## src/rtl/fetch_sequencer_pkg.sv

```systemverilog
// Shared fetch definitions: reset PC, prefetch depth, NOP encoding and the queue entry type.
package fetch_sequencer_pkg;

    localparam logic [31:0] FETCH_RESET_PC    = 32'h0000_0000;
    localparam int          FETCH_QUEUE_DEPTH = 2;
    localparam logic [31:0] I_NOP             = 32'h0000_0013;

    typedef struct packed {
        logic [31:0] pc;
        logic [31:0] word;
    } fetch_entry_t;

    // Redirect targets are word addresses; the low two bits carry no meaning.
    function automatic logic [31:0] word_align(input logic [31:0] addr);
        return addr & 32'hFFFF_FFFC;
    endfunction

endpackage

```

## src/rtl/fetch_sequencer_if.sv

```systemverilog
// Fetch-side bundle: ROM address/data, decode handshake, execute redirect and fault flag.
interface fetch_sequencer_if;

    logic [31:0] addr_bus;
    logic [31:0] data_bus;
    logic        instr_valid;
    logic [31:0] instr;
    logic [31:0] instr_pc;
    logic        instr_ready;
    logic        redirect_valid;
    logic [31:0] redirect_pc;
    logic        fetch_fault;

    modport master (
        output addr_bus, instr_valid, instr, instr_pc, fetch_fault,
        input  data_bus, instr_ready, redirect_valid, redirect_pc
    );

    modport slave (
        input  addr_bus, instr_valid, instr, instr_pc, fetch_fault,
        output data_bus, instr_ready, redirect_valid, redirect_pc
    );

endinterface

```

## src/rtl/fetch_queue.sv

```systemverilog
// Two-entry prefetch FIFO of {pc, word}; entry 0 is always the head so outputs come straight from flops.
module fetch_queue
    import fetch_sequencer_pkg::*;
(
    input  logic         clk,
    input  logic         rst_n,
    input  logic         push_i,
    input  logic         pop_i,
    input  logic         flush_i,
    input  fetch_entry_t wdata_i,
    output fetch_entry_t head_o,
    output logic         full_o,
    output logic         empty_o
);

    fetch_entry_t ent0_q, ent0_d;
    fetch_entry_t ent1_q, ent1_d;
    logic [1:0]   cnt_q, cnt_d;

    always_comb begin
        ent0_d = ent0_q;
        ent1_d = ent1_q;
        cnt_d  = cnt_q;
        if (flush_i) begin
            cnt_d = 2'd0;
        end else begin
            case ({push_i, pop_i})
                2'b10: begin
                    if (cnt_q == 2'd0) ent0_d = wdata_i;
                    else               ent1_d = wdata_i;
                    cnt_d = cnt_q + 2'd1;
                end
                2'b01: begin
                    ent0_d = ent1_q;
                    cnt_d  = cnt_q - 2'd1;
                end
                2'b11: begin
                    // Count is unchanged; the new word lands behind whatever survives the pop.
                    if (cnt_q == 2'd1) begin
                        ent0_d = wdata_i;
                    end else begin
                        ent0_d = ent1_q;
                        ent1_d = wdata_i;
                    end
                end
                default: ;
            endcase
        end
    end

    always_ff @(posedge clk or negedge rst_n) begin
        if (!rst_n) begin
            ent0_q <= '0;
            ent1_q <= '0;
            cnt_q  <= 2'd0;
        end else begin
            ent0_q <= ent0_d;
            ent1_q <= ent1_d;
            cnt_q  <= cnt_d;
        end
    end

    assign head_o  = ent0_q;
    assign full_o  = (cnt_q == 2'(FETCH_QUEUE_DEPTH));
    assign empty_o = (cnt_q == 2'd0);

endmodule

```

## src/rtl/fetch_sequencer.sv

```systemverilog
// RV32E fetch controller: fetch PC, push/pop/redirect control around a 2-entry prefetch queue.
// Optional ROM bounds check with fault/halt is compiled in by defining FETCH_BOUNDS_CHECK_EN.
module fetch_sequencer
    import fetch_sequencer_pkg::*;
#(
    parameter logic [31:0] RESET_PC  = FETCH_RESET_PC,
    parameter int unsigned ROM_WORDS = 513
)(
    input  logic              clk,
    input  logic              rst_n,
    fetch_sequencer_if.master bus
);

    if (RESET_PC[1:0] != 2'b00) begin : g_bad_reset_pc
        $error("fetch_sequencer: RESET_PC must be word aligned");
    end
    if (ROM_WORDS == 0) begin : g_bad_rom_words
        $error("fetch_sequencer: ROM_WORDS must be non-zero");
    end

    logic [31:0]  pc_q, pc_d;
    logic         pop, want_push, push;
    logic         full, empty;
    fetch_entry_t head, wdata;

    assign pop       = !empty && bus.instr_ready;
    // A pop frees a slot in the same cycle, so a full queue still streams.
    assign want_push = !bus.redirect_valid && (!full || pop);
    assign wdata     = '{pc: pc_q, word: bus.data_bus};

`ifdef FETCH_BOUNDS_CHECK_EN
    localparam logic [32:0] ROM_LIMIT = 33'(ROM_WORDS) * 33'd4;

    logic fault_q, fault_d;
    logic in_range;

    assign in_range = ({1'b0, pc_q} < ROM_LIMIT);
    assign push     = want_push && in_range && !fault_q;

    always_comb begin
        fault_d = fault_q;
        if (bus.redirect_valid)          fault_d = 1'b0;
        else if (want_push && !in_range) fault_d = 1'b1;
    end

    always_ff @(posedge clk or negedge rst_n) begin
        if (!rst_n) fault_q <= 1'b0;
        else        fault_q <= fault_d;
    end

    assign bus.fetch_fault = fault_q;
`else
    assign push            = want_push;
    assign bus.fetch_fault = 1'b0;
`endif

    always_comb begin
        pc_d = pc_q;
        if (bus.redirect_valid) pc_d = word_align(bus.redirect_pc);
        else if (push)          pc_d = pc_q + 32'd4;
    end

    always_ff @(posedge clk or negedge rst_n) begin
        if (!rst_n) pc_q <= RESET_PC;
        else        pc_q <= pc_d;
    end

    fetch_queue u_queue (
        .clk     (clk),
        .rst_n   (rst_n),
        .push_i  (push),
        .pop_i   (pop),
        .flush_i (bus.redirect_valid),
        .wdata_i (wdata),
        .head_o  (head),
        .full_o  (full),
        .empty_o (empty)
    );

    assign bus.addr_bus    = pc_q;
    assign bus.instr_valid = !empty;
    assign bus.instr       = head.word;
    assign bus.instr_pc    = head.pc;

endmodule
```

## src/flat_wrapper.sv

```systemverilog
// flat-port wrapper written by rule: the top's interface ports become plain ports
module fetch_sequencer_flat import fetch_sequencer_pkg::*;
#(
    parameter logic [31:0] RESET_PC  = FETCH_RESET_PC,
    parameter int unsigned ROM_WORDS = 513
)
  (clk, rst_n, bus_addr_bus, bus_instr_valid, bus_instr, bus_instr_pc, bus_fetch_fault, bus_data_bus, bus_instr_ready, bus_redirect_valid, bus_redirect_pc);
  fetch_sequencer_if bus_i ();
  input  logic clk;
  input  logic rst_n;
  output wire logic [$bits(bus_i.addr_bus)-1:0] bus_addr_bus;
  output wire logic [$bits(bus_i.instr_valid)-1:0] bus_instr_valid;
  output wire logic [$bits(bus_i.instr)-1:0] bus_instr;
  output wire logic [$bits(bus_i.instr_pc)-1:0] bus_instr_pc;
  output wire logic [$bits(bus_i.fetch_fault)-1:0] bus_fetch_fault;
  input wire logic [$bits(bus_i.data_bus)-1:0] bus_data_bus;
  input wire logic [$bits(bus_i.instr_ready)-1:0] bus_instr_ready;
  input wire logic [$bits(bus_i.redirect_valid)-1:0] bus_redirect_valid;
  input wire logic [$bits(bus_i.redirect_pc)-1:0] bus_redirect_pc;
  assign bus_addr_bus = bus_i.addr_bus;
  assign bus_instr_valid = bus_i.instr_valid;
  assign bus_instr = bus_i.instr;
  assign bus_instr_pc = bus_i.instr_pc;
  assign bus_fetch_fault = bus_i.fetch_fault;
  assign bus_i.data_bus = bus_data_bus;
  assign bus_i.instr_ready = bus_instr_ready;
  assign bus_i.redirect_valid = bus_redirect_valid;
  assign bus_i.redirect_pc = bus_redirect_pc;
  fetch_sequencer #(.RESET_PC(RESET_PC), .ROM_WORDS(ROM_WORDS)) u_core (.clk(clk), .rst_n(rst_n), .bus(bus_i));
endmodule
```

## config.mk

```make
export PLATFORM = sky130hd
export DESIGN_NAME = fetch_sequencer_flat
export DESIGN_NICKNAME = d
export VERILOG_FILES = /design/src/rtl/fetch_sequencer_pkg.sv /design/src/rtl/fetch_sequencer_if.sv /design/src/rtl/fetch_queue.sv /design/src/rtl/fetch_sequencer.sv /design/src/flat_wrapper.sv
export SDC_FILE = /design/constraint.sdc
export NUM_CORES = 1
export LEC_CHECK = 0
export BUFFER_PORTS_ARGS = -buffer_cell sky130_fd_sc_hd__buf_4
export CAP_MARGIN = 20
export CORE_UTILIZATION = 58
export CTS_CLUSTER_DIAMETER = 100
export DETAILED_ROUTE_END_ITERATION = 8
export PLACE_DENSITY = 0.85
export SYNTH_ARGS = -nofsm -noshare
export SYNTH_HDL_FRONTEND = slang
export SYNTH_SLANG_ARGS = --single-unit
```

## constraint.sdc

```tcl
create_clock -name clk -period 3.9 [get_ports clk]
set_clock_uncertainty 0.15 [all_clocks]
set_input_delay 0.39 -clock clk [delete_from_list [all_inputs] [get_ports clk]]
set_output_delay 0.39 -clock clk [all_outputs]
set_load 0.03 [all_outputs]
```

==> results of run 1 <==
[power by group through the flow]
stage | clock network, uW | registers (uW) | logic (uW)
after floorplan | 0 | 3400 | 1500
after CTS | 1730 | 2770 | 3260
final | 1710 | 2770 | 3230
after global placement | 0 | 2720 | 3110
after detailed placement | 0 | 2780 | 3230
after global routing | 1790 | 2850 | 3460
[path summary, 6_finish.rpt]
| check | to |
|---|---|
| setup / recovery | u_core.u_queue.ent1_q[36] |
| hold / removal | u_core.bus.addr_bus[29] |
| setup reg to reg | u_core.u_queue.ent1_q[36] |
| hold reg to reg | u_core.u_queue.ent1_q[16] |
| max in group asynchronous | u_core.u_queue.ent1_q[29] |
| min in group asynchronous | u_core.u_queue.head_o[6] |
[cells by family after synthesis]
| kind of cell | after synthesis |
|---|---|
| mux | 126 |
| xor+xnor | 29 |
| other cells | 1 |
| buf+inv | 48 |
| flops | 157 |
| compound gates | 101 |
| simple gates | 157 |
| fa+ha+maj | 4 |
[flip-flops by register name, summed over array words and instances, names as in the netlist]
signal                 flops
u_core.bus.addr_bus       30
u_core.u_queue.cnt_q       2
u_core.u_queue.ent1_q     62
u_core.u_queue.head_o     63
[per-stage QoR]
stage / setup slack (ns) / cells / total power, uW
after CTS: 1.40 / 929 / 7750
after global placement: 1.50 / 896 / 5830
final: 1.37 / 929 / 7710
after floorplan: 1.77 / 625 / 4900
after global routing: 1.20 / 929 / 8090
after detailed placement: 1.43 / 896 / 6020
[final cells by class]
class	count	area share (%)
Clock buffer	22	5.36
Clock inverter	10	1.51
Tap cell	147	2.04
Inverter	6	0.249
Multi-Input combinational cell	420	33.2
Timing Repair Buffer	167	14.2
Sequential cell	157	43.5
[Yosys cell counts]
library cell | count | area, sq um
nor3_1 | 2 | 10.0
nor3_2 | 2 | 20.0
xnor2_1 | 16 | 140
o2111ai_1 | 1 | 8.76
or4_4 | 1 | 11.3
nand2b_1 | 2 | 12.5
and3_1 | 8 | 50.1
mux2_2 | 37 | 417
o21ai_2 | 1 | 8.76
buf_2 | 21 | 105
ha_1 | 4 | 50.1
inv_2 | 1 | 3.75
xor2_1 | 13 | 114
inv_1 | 5 | 18.8
a21oi_1 | 65 | 325
o211a_1 | 1 | 10.0
o21ai_1 | 23 | 115
dfrtp_1 | 157 | 3930
nand2_1 | 37 | 139
mux2_1 | 26 | 293
nand4b_1 | 2 | 17.5
o211ai_2 | 1 | 12.5
buf_4 | 4 | 30.0
a21boi_2 | 1 | 11.3
conb_1 | 1 | 3.75
mux2i_1 | 63 | 631
and4_1 | 3 | 26.3
and2_1 | 5 | 31.3
a21boi_1 | 1 | 7.51
nand4_2 | 2 | 25.0
nor2_1 | 69 | 259
nand4_1 | 11 | 68.8
nor4_4 | 2 | 42.5
o31a_1 | 2 | 17.5
clkbuf_1 | 17 | 63.8
nor2b_1 | 2 | 12.5
nor4_1 | 1 | 6.26
o21ai_0 | 5 | 25.0
nand3_1 | 8 | 40.0
[per-layer routing]
layer / track usage (%) / vias to the layer above / routed length, um
li1: - / 2452 / -
met1: 33.3 / 2625 / 6820
met2: 44.7 / 169 / 8150
met3: 6.11 / 30 / 885
met4: 11.6 / 0 / 322
met5: 0 / - / 0
[worst max-delay path, stage by stage (launching register included)]
cell	delay (ns)
dfrtp_1	0.40
inv_1	0.10
ha_1	0.32
inv_2	0.12
o211ai_4	0.53
buf_12	0.37
mux2_2	0.38
==> metrics.cfg, run 1 <==
[power_and_ir_drop]
switching_share_pct = 38.7
pwr-share-seq_pct = 35.9
comb_power_share_pct = 41.9
p_int_uw = 4730
netSwitchingPower_uw = 2980
ir_worst_vdd_v = 0.000568
power-per-cell-area_nw_per_um2 = 853
p_leak_uw = 0.00438
power_frac_clock_pct = 22.2

[floorplanning]
design.core.area_sq_um = 12000
start_util_pct = 59.5
rows = 40
io_pins = 166
die-area_sq_um = 12700
dieHeight_um = 113
fp.dieW_um = 113

[cts]
insertion_delay_ns = 0.43
clk_path_buf_depth = 2
cts_resized = 0
cts_setup_buffers = 0
cts_buffers = 17
numClockSinks = 157
cts_tree = built
root_buffer = clkbuf_16
clkTransAtPathRegs_ns = 0.06
cts_hold_buf = 1
htree_levels = 4

[sta]
period_needed_ns = 2.53
period_share_pct = 64.8
hold_viol_final = 0
setup_viol_count_final = 0
fmax_ghz = 0.396
hold_slack_ns = 0.0259
slew_violations = 0
slew_headroom_pct = 48.8
rsz0062_at_grt = no
fin_setup_tns_ns = 0
tightest_slew_ns = 0.766

[global_routing]
grt_usage_pct = 26.6
grt_pass1_vias = 5338
overflow = 0
antenna_found_initial = 0
grt_pass1_wl_mm = 26.2
grt_start_max_net_pins = 84

[synth]
syn_inst = 623
yosys-mux-area-fraction_pct = 18.8
synth.yosys.seq_area_share_pct = 55.2
synthAdderAreaFrac_pct = 0.704
synth_top_family_by_area = multiplexers
synthXorXnorAreaFrac_pct = 3.57
yosysWarningCount = 0
syn_avg_cell_area_sq_um = 11.4
synth-simple-area-share_pct = 10.9
synth_area_sq_um = 7110
yosysUniqueCellTypes = 39
synth_seq_cells = 157
synth_compound_area_share_pct = 7.62

[final_layout]
finalNetCount = 841
area_growth_syn_to_layout_pct = 27.1
finalInstanceArea_sq_um = 9040
antenna_cells = 0
layout_commonest_cell = buf_4
multi_input_area_sq_um = 3000
register_area_sq_um = 3930
final_cell_mix = 163 x buf_4, 157 x dfrtp_1, 68 x nor2_1, 65 x a21oi_1, 63 x mux2i_1
drive_above_1_share_pct = 31.6
post-route-util_pct = 75.6
fillerInstances = 801

[flow_run]
maxCapViolations = 0

[place]
hpwl_mm = 10.8
post_dp_cell_area_sq_um = 8410
place_congestion = 0.791
portBuffers = 160

[detailed_routing]
wl_mm = 16.2
vias = 5276
viasPerCell = 5.68
dr.pass1.iters = 5
drtIter0Drc = 316
wl_per_cell_um = 17.4
drtAntennaViolNets = 0
drc = 0

[setup_path]
startpoint_type = flip-flop
cp.arrival_ns = 2.68
critPathMaxFanout = 51
cp_data_required_time_ns = 4.06
startpoint = u_core.u_queue.cnt_q[0]
reg2reg_depth = 6
reg2reg_from = u_core.u_queue.cnt_q[0]
crit_type = flip-flop to flip-flop
crit_path_end_kind = flip-flop
ff2ff_setup_slack_ns = 1.37

[hold_path]
min_path_type = input port to flip-flop
holdCritStartpoint = bus_redirect_pc[29]
hold-path-cell-count = 3

[status]
outcome = finished, final reports clean

(Power assumes the default switching activity.)
==> inputs of run 2 (changes only) <==
--- a/config.mk
+++ b/config.mk
@@ -7,10 +7,10 @@
 export LEC_CHECK = 0
 export BUFFER_PORTS_ARGS = -buffer_cell sky130_fd_sc_hd__buf_4
 export CAP_MARGIN = 20
-export CORE_UTILIZATION = 58
+export CORE_UTILIZATION = 49
 export CTS_CLUSTER_DIAMETER = 100
 export DETAILED_ROUTE_END_ITERATION = 8
-export PLACE_DENSITY = 0.85
+export PLACE_DENSITY = 0.77
 export SYNTH_ARGS = -nofsm -noshare
 export SYNTH_HDL_FRONTEND = slang
 export SYNTH_SLANG_ARGS = --single-unit
==> constraint.sdc (replaced) <==
create_clock -name clk -period 2.21 [get_ports clk]
set_clock_uncertainty 0.15 [all_clocks]
set_input_delay 0.221 -clock clk [delete_from_list [all_inputs] [get_ports clk]]
set_output_delay 0.221 -clock clk [all_outputs]
set_load 0.03 [all_outputs]
==> run 2 against run 1 <==
Net effect:
- count of clock-buffer cells in the layout fell by 3
- cell count is 13% higher
- register-to-register slack worse by 1.3 ns
- fmax increased by 21%
- sequential share of layout area down 4.2 points
- critical path type unchanged
- largest cell class unchanged
- largest power group unchanged
==> metrics.cfg, run 2 (synthesized netlist as in run 1, its figures left out) <==
[status]
outcome = finished, final reports clean

[sta]
period_share_pct = 94.7  ; +30 points
slew_violations = 0  ; unchanged
tightest_slew_ns = 0.591  ; -0.174 ns
hold_viol_final = 0  ; unchanged
slew_headroom_pct = 60.6  ; +12 points
fin_setup_tns_ns = 0  ; unchanged
rsz0062_at_grt = no
fmax_ghz = 0.478  ; +21%
period_needed_ns = 2.09  ; -0.434 ns
setup_viol_count_final = 0  ; unchanged

[place]
portBuffers = 160  ; unchanged
place_congestion = 0.846  ; +7.0%
dp.cells = 949  ; +5.9%
hpwl_mm = 11.2  ; +3.7%

[final_layout]
final_cell_mix = 178 x buf_4, 157 x dfrtp_1, 68 x nor2_1, 66 x dlygate4sd3_1, 65 x a21oi_1
largest_reg_flops = 63  ; unchanged
antenna_cells = 0  ; unchanged
area_growth_syn_to_layout_pct = 40.5
drive_above_1_share_pct = 31.3  ; -0.25 points
finalNetCount = 927  ; +10%
instances_no_fill = 1048  ; +13%
post-route-util_pct = 71.2  ; -4.4 points
layout_commonest_cell = buf_4

[setup_path]
reg2reg_from = u_core.u_queue.cnt_q[1]
reg2reg_depth = 7  ; +1
startpoint = u_core.u_queue.cnt_q[1]
ff2ff_setup_slack_ns = 0.12  ; -1.26 ns
crit_path_end_kind = flip-flop
reg2reg_to = u_core.bus.addr_bus[2]
cp_data_required_time_ns = 2.42  ; -1.64 ns
critPathMaxFanout = 5  ; -90%
cp.arrival_ns = 2.30  ; -0.38 ns
crit_type = flip-flop to flip-flop
startpoint_type = flip-flop

[global_routing]
grt_usage_pct = 24.4  ; -2.2 points
overflow = 0  ; unchanged
antenna_found_initial = 0  ; unchanged
grt_pass1_vias = 5644  ; +5.7%
grt_start_max_net_pins = 88  ; +4.8%
grt_pass1_wl_mm = 27.9  ; +6.4%

[cts]
cts_tree = built
cts_buffers = 17  ; unchanged
clkTransAtPathRegs_ns = 0.06  ; about the same
cts_setup_buffers = 0  ; unchanged
insertion_delay_ns = 0.42  ; about the same
root_buffer = clkbuf_16
htree_levels = 4  ; unchanged
clk_path_buf_depth = 2  ; unchanged
numClockSinks = 157  ; unchanged

[power_and_ir_drop]
power-per-cell-area_nw_per_um2 = 1410  ; +65%
p_leak_uw = 0.00481  ; +9.6%
ir_worst_vdd_v = 0.000683  ; +20%

[floorplanning]
dieHeight_um = 122  ; +8.6%
fp.dieW_um = 122  ; +8.6%
start_util_pct = 50.6  ; -8.8 points
die-area_sq_um = 15000  ; +18%
io_pins = 166  ; unchanged
rows = 43  ; +7.5%
design.core.area_sq_um = 14000  ; +17%

[detailed_routing]
wl_per_cell_um = 16.9  ; -2.8%
drtAntennaViolNets = 0  ; unchanged
viasPerCell = 5.31  ; -6.6%
vias = 5560  ; +5.4%
wl_mm = 17.7  ; +9.6%
drtIter0Drc = 326  ; +3.2%
drc = 0  ; unchanged
dr.pass1.iters = 4  ; -1

[hold_path]
min_path_type = input port to async pin

[flow_run]
maxCapViolations = 0  ; unchanged

==> run 2: cell count changes in the layout (fill, tap and decap cells not counted), sizes merged <==
cell         delta
dlygate4sd3    +65
buf            +20
bufinv          +2
clkbuf          -2
clkinv          +2
clkinvlp        -1
==> run 2: power by group <==
group	total, uW	switching, uW	internal [uW]
Clock	3140	1120	2020
Sequential	4870	740	4130
Combinational	6100	3500	2600
==> run 2: area by class of cell <==
type / instances / area [sq um]
multi-input combinational: 420 / 3020
inverter: 6 / 22.5
tap: 180 / 225
timing repair buffer: 253 / 2160
clock buffer: 19 / 443
fill: 933 / 4050
clock inverter: 13 / 195
sequential: 157 / 3930
==> run 2: worst max-delay path, stage by stage, from the launching register on <==
cell and delay [ns]:
dfrtp_1 0.39, inv_1 0.11, ha_2 0.25, nand2b_4 0.16, nand2_1 0.11, xnor2_1 0.15
o21ai_0 0.15, dlygate4sd3_1 0.57
==> run 2: per-layer routing <==
metal  vias to the layer above  GRT usage, %  wire length (um)
met2                       150          41.6              9130
met4                         0          7.85               152
met3                         9          5.39               892
li1                       2629             -                 -
met1                      2772          30.9              7560
met5                         -             0                 0
==> run 2: timing repair <==
action / CTS / global route
hold buffers: 66 / 0
gates resized for setup: 0 / 5
endpoints found under the hold margin: 149 / 0
setup endpoints to repair: 0 / 38
==> run 2: stage by stage <==
stage / setup slack (ns) / total power, uW / hold slack (ns) / area [sq um]
detailed placement: 0.0882 / 10800 / 0.102 / 8660
floorplan: 0.0815 / 8650 / -0.225 / 7120
global placement: 0.128 / 10500 / 0.0937 / 8660
finish: 0.117 / 14100 / 0.219 / 9990
CTS: 0.0549 / 14100 / 0.220 / 9960
global route: 0.0304 / 14900 / 0.277 / 9990
==> run 2: worst max path at each step <==
stage | cells past startpoint | slack [ns] | end
final | 7 | 0.12 | u_core.bus.addr_bus[2]
after global routing | 7 | 0.03 | u_core.bus.addr_bus[2]
after CTS | 7 | 0.05 | u_core.bus.addr_bus[2]
after detailed placement | 7 | 0.09 | u_core.bus.addr_bus[27]
after global placement | 7 | 0.13 | u_core.bus.addr_bus[15]
after floorplan | 6 | 0.08 | u_core.bus.addr_bus[31]
==> inputs of run 3 (changes only) <==
--- a/config.mk
+++ b/config.mk
@@ -8,6 +8,7 @@
 export BUFFER_PORTS_ARGS = -buffer_cell sky130_fd_sc_hd__buf_4
 export CAP_MARGIN = 20
 export CORE_UTILIZATION = 49
+export CTS_BUF_LIST = sky130_fd_sc_hd__clkbuf_8 sky130_fd_sc_hd__clkbuf_16
 export CTS_CLUSTER_DIAMETER = 100
 export DETAILED_ROUTE_END_ITERATION = 8
 export PLACE_DENSITY = 0.77
==> run 3 against run 2 <==
Net effect:
- setup slack about the same
- total power about the same
- core utilization unchanged
- flip-flop and latch count unchanged
==> metrics.cfg, run 3 (synthesized netlist as in run 1, its figures left out) <==
[setup_path]
crit_path_end_kind = flip-flop
reg2reg_depth = 7  ; unchanged
cp_num_buf_inv = 2  ; unchanged
cp_slowest_stage_delay_ns = 0.57  ; about the same
critical-path-slowest-cell = dlygate4sd3_1
cp_data_required_time_ns = 2.42  ; about the same
cp_top_family = buffers and inverters
cp_num_cells = 7  ; unchanged
path_cells = inv_1 -> ha_2 -> nand2b_4 -> nand2_1 -> xnor2_1 -> o21ai_0 -> dlygate4sd3_1
reg2reg_to = u_core.bus.addr_bus[2]
critPathMaxFanout = 5  ; unchanged
crit_type = flip-flop to flip-flop
endpoint = u_core.bus.addr_bus[2]
reg2reg_from = u_core.u_queue.cnt_q[1]
startpoint_type = flip-flop
ff2ff_setup_slack_ns = 0.12  ; about the same
cp.arrival_ns = 2.30  ; about the same
startpoint = u_core.u_queue.cnt_q[1]

[status]
outcome = finished, final reports clean

[detailed_routing]
wl_met1_mm = 7.56  ; about the same
highest_layer = met4
drc = 0  ; unchanged
vias = 5579  ; +0.34%
drtIter0Drc = 321  ; -1.5%
route.met3.wl_um = 875  ; -1.9%
drtAntennaViolNets = 0  ; unchanged
dr.pass1.iters = 4  ; unchanged
wl_met2_mm = 9.13  ; about the same
viasPerCell = 5.32  ; +0.34%
wl_mm = 17.7  ; about the same
wl_per_cell_um = 16.9  ; about the same

[final_layout]
finalInstanceArea_sq_um = 9990  ; unchanged
area_growth_syn_to_layout_pct = 40.5  ; unchanged
largest_reg_flops = 63  ; unchanged
register_area_sq_um = 3930  ; unchanged
fillerInstances = 933  ; unchanged
final_cell_mix = 178 x buf_4, 157 x dfrtp_1, 68 x nor2_1, 66 x dlygate4sd3_1, 65 x a21oi_1
instances_no_fill = 1048  ; unchanged
finalNetCount = 927  ; unchanged
post-route-util_pct = 71.2  ; unchanged
layout_commonest_cell = buf_4
drive_above_1_share_pct = 31.3  ; unchanged
antenna_cells = 0  ; unchanged
multi_input_area_sq_um = 3020  ; unchanged

[floorplanning]
dieHeight_um = 122  ; unchanged
design.core.area_sq_um = 14000  ; unchanged
fp.dieW_um = 122  ; unchanged
die-area_sq_um = 15000  ; unchanged
io_pins = 166  ; unchanged
rows = 43  ; unchanged
start_util_pct = 50.6  ; unchanged

[sta]
period_share_pct = 94.7  ; about the same
setup_viol_count_final = 0  ; unchanged
rsz0062_at_grt = no
slew_violations = 0  ; unchanged
setup_slack_ns = 0.117  ; +0.00000500 ns
period_needed_ns = 2.09  ; -0.00000500 ns
tightest_slew_ns = 0.591  ; -0.000366 ns
fmax_ghz = 0.478  ; about the same
fin_setup_tns_ns = 0  ; unchanged
slew_headroom_pct = 60.6  ; about the same
hold_viol_final = 0  ; unchanged

[cts]
clk_path_buf_depth = 2  ; unchanged
cts_tree = built
htree_levels = 4  ; unchanged
clkTransAtPathRegs_ns = 0.06  ; about the same
insertion_delay_ns = 0.42  ; about the same
root_buffer = clkbuf_16
cts_buffers = 17  ; unchanged
numClockSinks = 157  ; unchanged

[global_routing]
grt_pass1_vias = 5644  ; unchanged
antenna_found_initial = 0  ; unchanged
grt_pass1_wl_mm = 27.9  ; unchanged
grt_start_max_net_pins = 88  ; unchanged
overflow = 0  ; unchanged
grt_usage_pct = 24.4  ; unchanged

[place]
place_congestion = 0.846  ; unchanged
post_dp_cell_area_sq_um = 8660  ; unchanged
portBuffers = 160  ; unchanged
hpwl_mm = 11.2  ; unchanged
dp.cells = 949  ; unchanged
dp_slack_ns = 0.0882  ; unchanged

[flow_run]
maxCapViolations = 0  ; unchanged

[hold_path]
min_path_type = input port to async pin

[power_and_ir_drop]
power-per-cell-area_nw_per_um2 = 1410  ; about the same
p_leak_uw = 0.00481  ; about the same
ir_worst_vdd_v = 0.000683  ; about the same

==> run 3: cell types whose count changed in the layout (fill, tap and decap cells not counted), sizes merged <==
cell and change:
clkbuf -1, inv +1
==> run 3: worst min-delay path by stage <==
stage	start	to	slack, ns
global route	rst_n	u_core.u_queue.ent1_q[4]	0.28
floorplan	rst_n	u_core.bus.addr_bus[10]	-0.22
detailed placement	rst_n	u_core.u_queue.head_o[4]	0.10
CTS	rst_n	u_core.u_queue.ent1_q[4]	0.22
finish	rst_n	u_core.u_queue.head_o[7]	0.22
global placement	rst_n	u_core.u_queue.head_o[1]	0.09
==> run 3: layer usage <==
layer,GRT usage [%],vias up
li1,-,2632
met1,30.9,2788
met2,41.6,150
met3,5.39,9
met4,7.85,0
met5,0,-
==> run 3: power breakdown <==
group / switching [uW] / internal, uW / leakage [uW]
clock: 1120 / 2020 / 0.000316
sequential: 743 / 4130 / 0.00184
combinational: 3490 / 2600 / 0.00266
==> run 3: timing repair <==
item                                    4_1_cts  5_1_grt
setup buffers                                 0        0
endpoints found under the hold margin       149        0
endpoints found under the setup margin        0       38
resized for setup                             0        5
hold buffers                                 66        0
==> run 3: area by class of cell <==
class / instances / share of cell area (%)
multi-input combinational: 420 / 30.2
sequential: 157 / 39.3
inverter: 6 / 0.225
timing repair buffer: 253 / 21.7
clock buffer: 18 / 4.39
tap: 180 / 2.25
clock inverter: 14 / 1.99
==> run 3: metrics by stage <==
step	total power [uW]	hold WS, ns
floorplan	8650	-0.225
global placement	10500	0.0937
detailed placement	10800	0.102
CTS	14100	0.220
global route	14900	0.277
finish	14100	0.221
